`src/rtl/seg_scan_ctrl_if.sv`:
```
// Handshake and display bus between a host and the 4-digit scan controller.
// The master supplies display data and load requests; the slave drives the decoder and anodes.
interface seg_scan_ctrl_if;
    logic [15:0] hex_in;
    logic [3:0]  dp_in;
    logic [3:0]  en_in;
    logic        load;
    logic        load_ack;
    logic [3:0]  dec_d;
    logic        dec_point;
    logic        dec_le;
    logic [3:0]  an;
    logic [1:0]  digit_idx;
    logic        frame_start;

    modport master (
        output hex_in, dp_in, en_in, load,
        input  load_ack, dec_d, dec_point, dec_le, an, digit_idx, frame_start
    );

    modport slave (
        input  hex_in, dp_in, en_in, load,
        output load_ack, dec_d, dec_point, dec_le, an, digit_idx, frame_start
    );
endinterface

```
`src/rtl/seg_scan_ctrl.sv`:
```
// Scans one shared hex-to-7-seg decoder across a 4-digit common-anode display,
// with a per-slot blanking gap and frame-synchronous load/ack of new display data.
//
//   state    | meaning
//   ST_BLANK | all anodes off, decoder LE high (anti-ghosting gap at slot start)
//   ST_SHOW  | anode of digit_idx on, decoder fed from the shadow set
module seg_scan_ctrl #(
    parameter int TICK_DIV  = 50000,
    parameter int BLANK_CYC = 16
) (
    input  logic         clk,
    input  logic         rst_n,
    seg_scan_ctrl_if.slave bus
);
    localparam int CW = (TICK_DIV > 1) ? $clog2(TICK_DIV) : 1;
    localparam logic [CW-1:0] CNT_LAST  = CW'(TICK_DIV - 1);
    localparam logic [CW-1:0] BLANK_END = CW'(BLANK_CYC);

    typedef enum logic {ST_BLANK, ST_SHOW} state_t;

    state_t      state, state_nxt;
    logic        run;
    logic [CW-1:0] cnt, cnt_nxt;
    logic [1:0]  idx, idx_nxt;
    logic        pend, pend_nxt;
    logic [15:0] stg_hex, stg_hex_nxt, sh_hex, sh_hex_nxt;
    logic [3:0]  stg_dp, stg_dp_nxt, sh_dp, sh_dp_nxt;
    logic [3:0]  stg_en, stg_en_nxt, sh_en, sh_en_nxt;
    logic [3:0]  an_nxt, dec_d_nxt;
    logic        dec_point_nxt, dec_le_nxt, ack_nxt, fs_nxt;

    always_ff @(posedge clk) begin
        if (!rst_n) state <= ST_BLANK;
        else        state <= state_nxt;
    end

    // Outputs are registered from next-cycle values so they line up with cnt/digit_idx.
    always_comb begin
        cnt_nxt       = '0;
        idx_nxt       = '0;
        state_nxt     = state;
        stg_hex_nxt   = stg_hex;
        stg_dp_nxt    = stg_dp;
        stg_en_nxt    = stg_en;
        pend_nxt      = pend;
        sh_hex_nxt    = sh_hex;
        sh_dp_nxt     = sh_dp;
        sh_en_nxt     = sh_en;
        ack_nxt       = 1'b0;
        an_nxt        = 4'b1111;
        dec_d_nxt     = 4'h0;
        dec_point_nxt = 1'b0;
        dec_le_nxt    = 1'b1;

        // The first cycle after reset release is slot 0, count 0 (a frame start).
        if (run) begin
            cnt_nxt = (cnt == CNT_LAST) ? '0 : cnt + CW'(1);
            idx_nxt = (cnt == CNT_LAST) ? idx + 2'd1 : idx;
        end

        case (state)
            ST_BLANK: if (cnt_nxt >= BLANK_END) state_nxt = ST_SHOW;
            ST_SHOW:  if (cnt_nxt <  BLANK_END) state_nxt = ST_BLANK;
            default:  state_nxt = ST_BLANK;
        endcase

        if (bus.load) begin
            stg_hex_nxt = bus.hex_in;
            stg_dp_nxt  = bus.dp_in;
            stg_en_nxt  = bus.en_in;
            pend_nxt    = 1'b1;
        end

        fs_nxt = (cnt_nxt == '0) && (idx_nxt == 2'd0);
        if (fs_nxt && pend_nxt) begin
            sh_hex_nxt = stg_hex_nxt;
            sh_dp_nxt  = stg_dp_nxt;
            sh_en_nxt  = stg_en_nxt;
            pend_nxt   = 1'b0;
            ack_nxt    = 1'b1;
        end

        if (state_nxt == ST_SHOW) begin
            an_nxt        = ~(4'b0001 << idx_nxt);
            dec_d_nxt     = sh_hex_nxt[{idx_nxt, 2'b00} +: 4];
            dec_point_nxt = sh_dp_nxt[idx_nxt];
            dec_le_nxt    = ~sh_en_nxt[idx_nxt];
        end
    end

    always_ff @(posedge clk) begin
        if (!rst_n) begin
            run             <= 1'b0;
            cnt             <= '0;
            idx             <= 2'd0;
            pend            <= 1'b0;
            stg_hex         <= '0;
            stg_dp          <= '0;
            stg_en          <= '0;
            sh_hex          <= '0;
            sh_dp           <= '0;
            sh_en           <= '0;
            bus.an          <= 4'b1111;
            bus.dec_le      <= 1'b1;
            bus.dec_d       <= 4'h0;
            bus.dec_point   <= 1'b0;
            bus.load_ack    <= 1'b0;
            bus.frame_start <= 1'b0;
            bus.digit_idx   <= 2'd0;
        end else begin
            run             <= 1'b1;
            cnt             <= cnt_nxt;
            idx             <= idx_nxt;
            pend            <= pend_nxt;
            stg_hex         <= stg_hex_nxt;
            stg_dp          <= stg_dp_nxt;
            stg_en          <= stg_en_nxt;
            sh_hex          <= sh_hex_nxt;
            sh_dp           <= sh_dp_nxt;
            sh_en           <= sh_en_nxt;
            bus.an          <= an_nxt;
            bus.dec_le      <= dec_le_nxt;
            bus.dec_d       <= dec_d_nxt;
            bus.dec_point   <= dec_point_nxt;
            bus.load_ack    <= ack_nxt;
            bus.frame_start <= fs_nxt;
            bus.digit_idx   <= idx_nxt;
        end
    end
endmodule

```
`src/flat_wrapper.sv`:
```
// flat-port wrapper written by rule: the top's interface ports become plain ports
module seg_scan_ctrl_flat 
#(
    parameter int TICK_DIV  = 50000,
    parameter int BLANK_CYC = 16
)
  (clk, rst_n, bus_hex_in, bus_dp_in, bus_en_in, bus_load, bus_load_ack, bus_dec_d, bus_dec_point, bus_dec_le, bus_an, bus_digit_idx, bus_frame_start);
  seg_scan_ctrl_if bus_i ();
  input  logic clk;
  input  logic rst_n;
  input wire logic [$bits(bus_i.hex_in)-1:0] bus_hex_in;
  input wire logic [$bits(bus_i.dp_in)-1:0] bus_dp_in;
  input wire logic [$bits(bus_i.en_in)-1:0] bus_en_in;
  input wire logic [$bits(bus_i.load)-1:0] bus_load;
  output wire logic [$bits(bus_i.load_ack)-1:0] bus_load_ack;
  output wire logic [$bits(bus_i.dec_d)-1:0] bus_dec_d;
  output wire logic [$bits(bus_i.dec_point)-1:0] bus_dec_point;
  output wire logic [$bits(bus_i.dec_le)-1:0] bus_dec_le;
  output wire logic [$bits(bus_i.an)-1:0] bus_an;
  output wire logic [$bits(bus_i.digit_idx)-1:0] bus_digit_idx;
  output wire logic [$bits(bus_i.frame_start)-1:0] bus_frame_start;
  assign bus_i.hex_in = bus_hex_in;
  assign bus_i.dp_in = bus_dp_in;
  assign bus_i.en_in = bus_en_in;
  assign bus_i.load = bus_load;
  assign bus_load_ack = bus_i.load_ack;
  assign bus_dec_d = bus_i.dec_d;
  assign bus_dec_point = bus_i.dec_point;
  assign bus_dec_le = bus_i.dec_le;
  assign bus_an = bus_i.an;
  assign bus_digit_idx = bus_i.digit_idx;
  assign bus_frame_start = bus_i.frame_start;
  seg_scan_ctrl #(.TICK_DIV(TICK_DIV), .BLANK_CYC(BLANK_CYC)) u_core (.clk(clk), .rst_n(rst_n), .bus(bus_i));
endmodule
```
`config.mk`:
```
export PLATFORM = sky130hd
export DESIGN_NAME = seg_scan_ctrl_flat
export DESIGN_NICKNAME = d
export VERILOG_FILES = /design/src/rtl/seg_scan_ctrl_if.sv /design/src/rtl/seg_scan_ctrl.sv /design/src/flat_wrapper.sv
export SDC_FILE = /design/constraint.sdc
export NUM_CORES = 1
export LEC_CHECK = 0
export ABC_AREA = 1
export CORE_ASPECT_RATIO = 0.9
export CORE_MARGIN = 4
export CORE_UTILIZATION = 45
export CTS_BUF_LIST = sky130_fd_sc_hd__clkbuf_4 sky130_fd_sc_hd__clkbuf_8 sky130_fd_sc_hd__clkbuf_16
export CTS_CLUSTER_DIAMETER = 200
export DETAILED_ROUTE_END_ITERATION = 8
export HOLD_SLACK_MARGIN = 0.08
export MAX_ROUTING_LAYER = met4
export PLACE_DENSITY = 0.78
export SETUP_SLACK_MARGIN = 0.05
export SLEW_MARGIN = 20
export SYNTH_ARGS = -nofsm -noshare
export SYNTH_HDL_FRONTEND = slang
export SYNTH_SLANG_ARGS = --single-unit
```
`constraint.sdc`:
```
create_clock -name clk -period 2.02 [get_ports clk]
set_input_delay 0.303 -clock clk [delete_from_list [all_inputs] [get_ports clk]]
set_output_delay 0.303 -clock clk [all_outputs]
set_load 0.1 [all_outputs]
```
==> impl_metrics.json <==
{
  "worstSetupPathType": "flip-flop to flip-flop",
  "viasPerCell": 5.16,
  "root_buffer": "clkbuf_8",
  "power_per_cell_area_nw_per_um2": 682,
  "io_buffers": 40,
  "clkSinkCount": 80,
  "start_util": 0.470,
  "switchingPower_mw": 0.922,
  "drt_iter0_markers": 284,
  "hold_buffers": 0,
  "final_nets": 660,
  "num-fill-cells": 583,
  "avgSynthCellArea_um2": 7.04,
  "critical_path.max_fanout": 16,
  "cpPeakStageDelay_ns": 0.38,
  "slew_violations": 0,
  "endpoint": "u_core.bus.dec_d[1]",
  "antenna_found_initial": 0,
  "hold_viol": 0,
  "drive_above_1_share": 0.322,
  "num_vias": 3776,
  "slew_headroom": 0.786,
  "track_usage": 0.224,
  "cts_max_level": 3,
  "ys_ff_latch": 80,
  "layout.cells.non_filler": 732,
  "core_um2": 7690,
  "cp_cell_sequence": "buf_4 > inv_1 > nand4_1 > nor2_1 > nand3_1 > nand3_1 > nand2_1 > nor2_4 > buf_6 > nand4_1 > nand3_1 > nand3_1 > a21oi_2",
  "syn2layout_area_growth_pct": 46.6,
  "required_ns": 2.31,
  "synth-seq-area-share": 0.443,
  "synth_cell_types": 29,
  "rows": 30,
  "seqPwrFrac": 0.465,
  "die_h_um": 93.0,
  "maxCapViolCount": 0,
  "final_util": 0.688,
  "finalPower_mw": 3.61,
  "fmax_mhz": 425,
  "cts.path.max_buffers": 2,
  "power_frac_comb": 0.158,
  "rsz0062_at_grt": "true",
  "worstMarginPinSlew_ns": 0.321,
  "tns_ns": -5.42,
  "grt_first_pass_wirelength_mm": 16.5,
  "synth_nets": 541,
  "ios": 41,
  "worstReg2RegStart": "u_core.cnt[7]",
  "yosysTopAreaCell": "dfxtp_1",
  "cts_buffers": 9,
  "crit_path_end_kind": "flip-flop",
  "clock_skew_ns": 0.0118,
  "tritoncts": "yes",
  "synth_area_leaders": "dfxtp_1, nand2_1, nor2_1",
  "reg2reg_to": "u_core.bus.dec_d[1]",
  "setup_slack_ns": -0.330,
  "synth.top_cell.area_share": 0.443,
  "synth_cells": 513,
  "p_int_mw": 2.69,
  "avgRoutedWirePerCell_um": 14.1,
  "crit_path_top_delay_cell": "dfxtp_1",
  "ys_warn_count": 0,
  "dp_hpwl_mm": 7.15,
  "placedCellCount": 711,
  "syn_area_um2": 3610,
  "die_w_um": 102,
  "die-area_um2": 9530,
  "fin_crit_sh": 1.16,
  "routabilityCongestion": 0.974,
  "grt_start_max_net_pins": 53,
  "pwr-share-clk": 0.377,
  "hp-class": "flip-flop to flip-flop",
  "grt_pass1_vias": 3637,
  "p_leak_nw": 2.49,
  "violations": "setup timing",
  "reg2regPathDepth": 13,
  "r2r_slack_ns": -0.33,
  "antenna_left": 0,
  "critPathLaunch": "u_core.cnt[7]",
  "remaining_drc_errors": 0,
  "cp-start-kind": "flip-flop",
  "n_antenna_cell": 0,
  "switching_share": 0.255,
  "firstDrtPassIters": 5,
  "cp.arrival_ns": 2.64,
  "overflow": 0,
  "ir_worst_vdd_v": 0.000396,
  "routed_wl_mm": 10.4,
  "run_status": "complete, but fails checks",
  "cpMostUsedCell": "nand3_1",
  "fin_crit_ns": 2.35,
  "clock_latency_ns": 0.36,
  "finalSetupViolCount": 34,
  "clkSlewWorstSetupHoldPaths_ns": 0.09
}
## timing repair
action                     4_1_cts  5_1_grt
pin swaps                       15       10
gates resized for setup         47       29
setup endpoints to repair       37       37
setup buffers                    6        2
hold endpoints to repair         0        0
## layer usage
| metal | GRT usage | wire length, µm | vias up |
|---|---|---|---|
| met5 | - | 0 | - |
| met1 | 0.292 | 4520 | 1727 |
| li1 | - | - | 1868 |
| met3 | 0.0477 | 657 | 27 |
| met2 | 0.347 | 4910 | 154 |
| met4 | 0.0721 | 263 | 0 |
## power groups by stage
stage	Clock, mW	Combinational, mW	Sequential, mW
2_1_floorplan	0	0.290	1.73
3_3_place_gp	0	0.500	1.71
3_5_place_dp	0	0.515	1.71
4_1_cts	1.38	0.546	1.68
5_1_grt	1.43	0.631	1.68
6_report	1.36	0.570	1.68
## synthesized netlist by cell type, drive strengths merged
| cell | number |
|---|---|
| a21oi | 18 |
| buf | 9 |
| clkbuf | 12 |
| clkinv | 1 |
| dfxtp | 80 |
| ha | 1 |
| inv | 72 |
| mux2i | 12 |
| nand2 | 112 |
| nand3 | 53 |
| nand4 | 29 |
| nor2 | 89 |
| nor3 | 3 |
| o21ai | 17 |
| o21bai | 3 |
| xnor2 | 1 |
| xor2 | 1 |
## worst min path at each step
stage,start,endpoint,cells past startpoint
6_report,u_core.sh_dp[3],u_core.sh_dp[3],2
5_1_grt,u_core.sh_hex[14],u_core.sh_hex[14],2
4_1_cts,u_core.sh_hex[15],u_core.sh_hex[15],2
3_5_place_dp,u_core.sh_hex[15],u_core.sh_hex[15],2
3_3_place_gp,u_core.sh_dp[3],u_core.sh_dp[3],2
2_1_floorplan,rst_n,u_core.run,0
## logic make-up after synthesis
| kind of cell | count (synthesis) | share of synthesized area |
|---|---|---|
| XOR/XNOR | 2 | 0.00485 |
| multiplexers | 12 | 0.0332 |
| adder cells (fa/ha/maj) | 1 | 0.00346 |
| buffers and inverters | 94 | 0.103 |
| AO/OA/AOI/OAI | 38 | 0.0557 |
| AND/OR/NAND/NOR | 286 | 0.357 |
| flip-flops | 80 | 0.443 |
## registers in the layout, indices dropped and copies added, names as in the netlist
name,flops
u_core.bus.dec_le,1
u_core.bus.frame_start,1
u_core.stg_dp,4
u_core.bus.digit_idx,2
u_core.sh_dp,4
u_core.bus.dec_point,1
u_core.cnt,16
u_core.stg_hex,16
u_core.sh_hex,16
u_core.run,1
u_core.sh_en,4
u_core.pend,1
u_core.bus.dec_d,4
u_core.bus.an,4
u_core.stg_en,4
u_core.bus.load_ack,1
## final cells by class
type	count	area, µm²	share of cell area
clock buffers	11	156	0.0295
clock inverters	4	76.3	0.0144
inverters	73	274	0.0517
multi-input cells	339	1910	0.360
flip-flops and latches	80	1630	0.307
well taps	96	120	0.0227
repair buffers	129	1140	0.215
## worst max-delay path, delay by kind of cell (launching register included)
family                 cells  cell delay (ns)
DFF                        1             0.38
AOI/OAI and AO/OA          1             0.16
and+or+nand+nor            9             1.28
buffers and inverters      3             0.45
## cells in the final DEF, fill, tap and decap left out, drive strengths merged
| cell | netlist | layout |
|---|---|---|
| a21oi | 18 | 18 |
| buf | 9 | 103 |
| bufinv | 0 | 2 |
| clkbuf | 12 | 11 |
| clkdlybuf4s50 | 0 | 26 |
| clkinv | 1 | 2 |
| clkinvlp | 0 | 1 |
| dfxtp | 80 | 80 |
| ha | 1 | 1 |
| inv | 72 | 72 |
| mux2i | 12 | 12 |
| nand2 | 112 | 112 |
| nand3 | 53 | 53 |
| nand4 | 29 | 29 |
| nor2 | 89 | 89 |
| nor3 | 3 | 3 |
| o21ai | 17 | 17 |
| o21bai | 3 | 3 |
| xnor2 | 1 | 1 |
| xor2 | 1 | 1 |
## per-stage QoR
stage	instance area (µm²)	setup slack (ns)	hold WS (ns)
2_1_floorplan	3710	0.0463	0.331
3_3_place_gp	4770	-0.291	0.451
3_5_place_dp	4770	-0.398	0.459
4_1_cts	5180	-0.258	0.471
5_1_grt	5300	-0.418	0.492
6_report	5300	-0.330	0.474
Power figures use the tool's default switching activity.
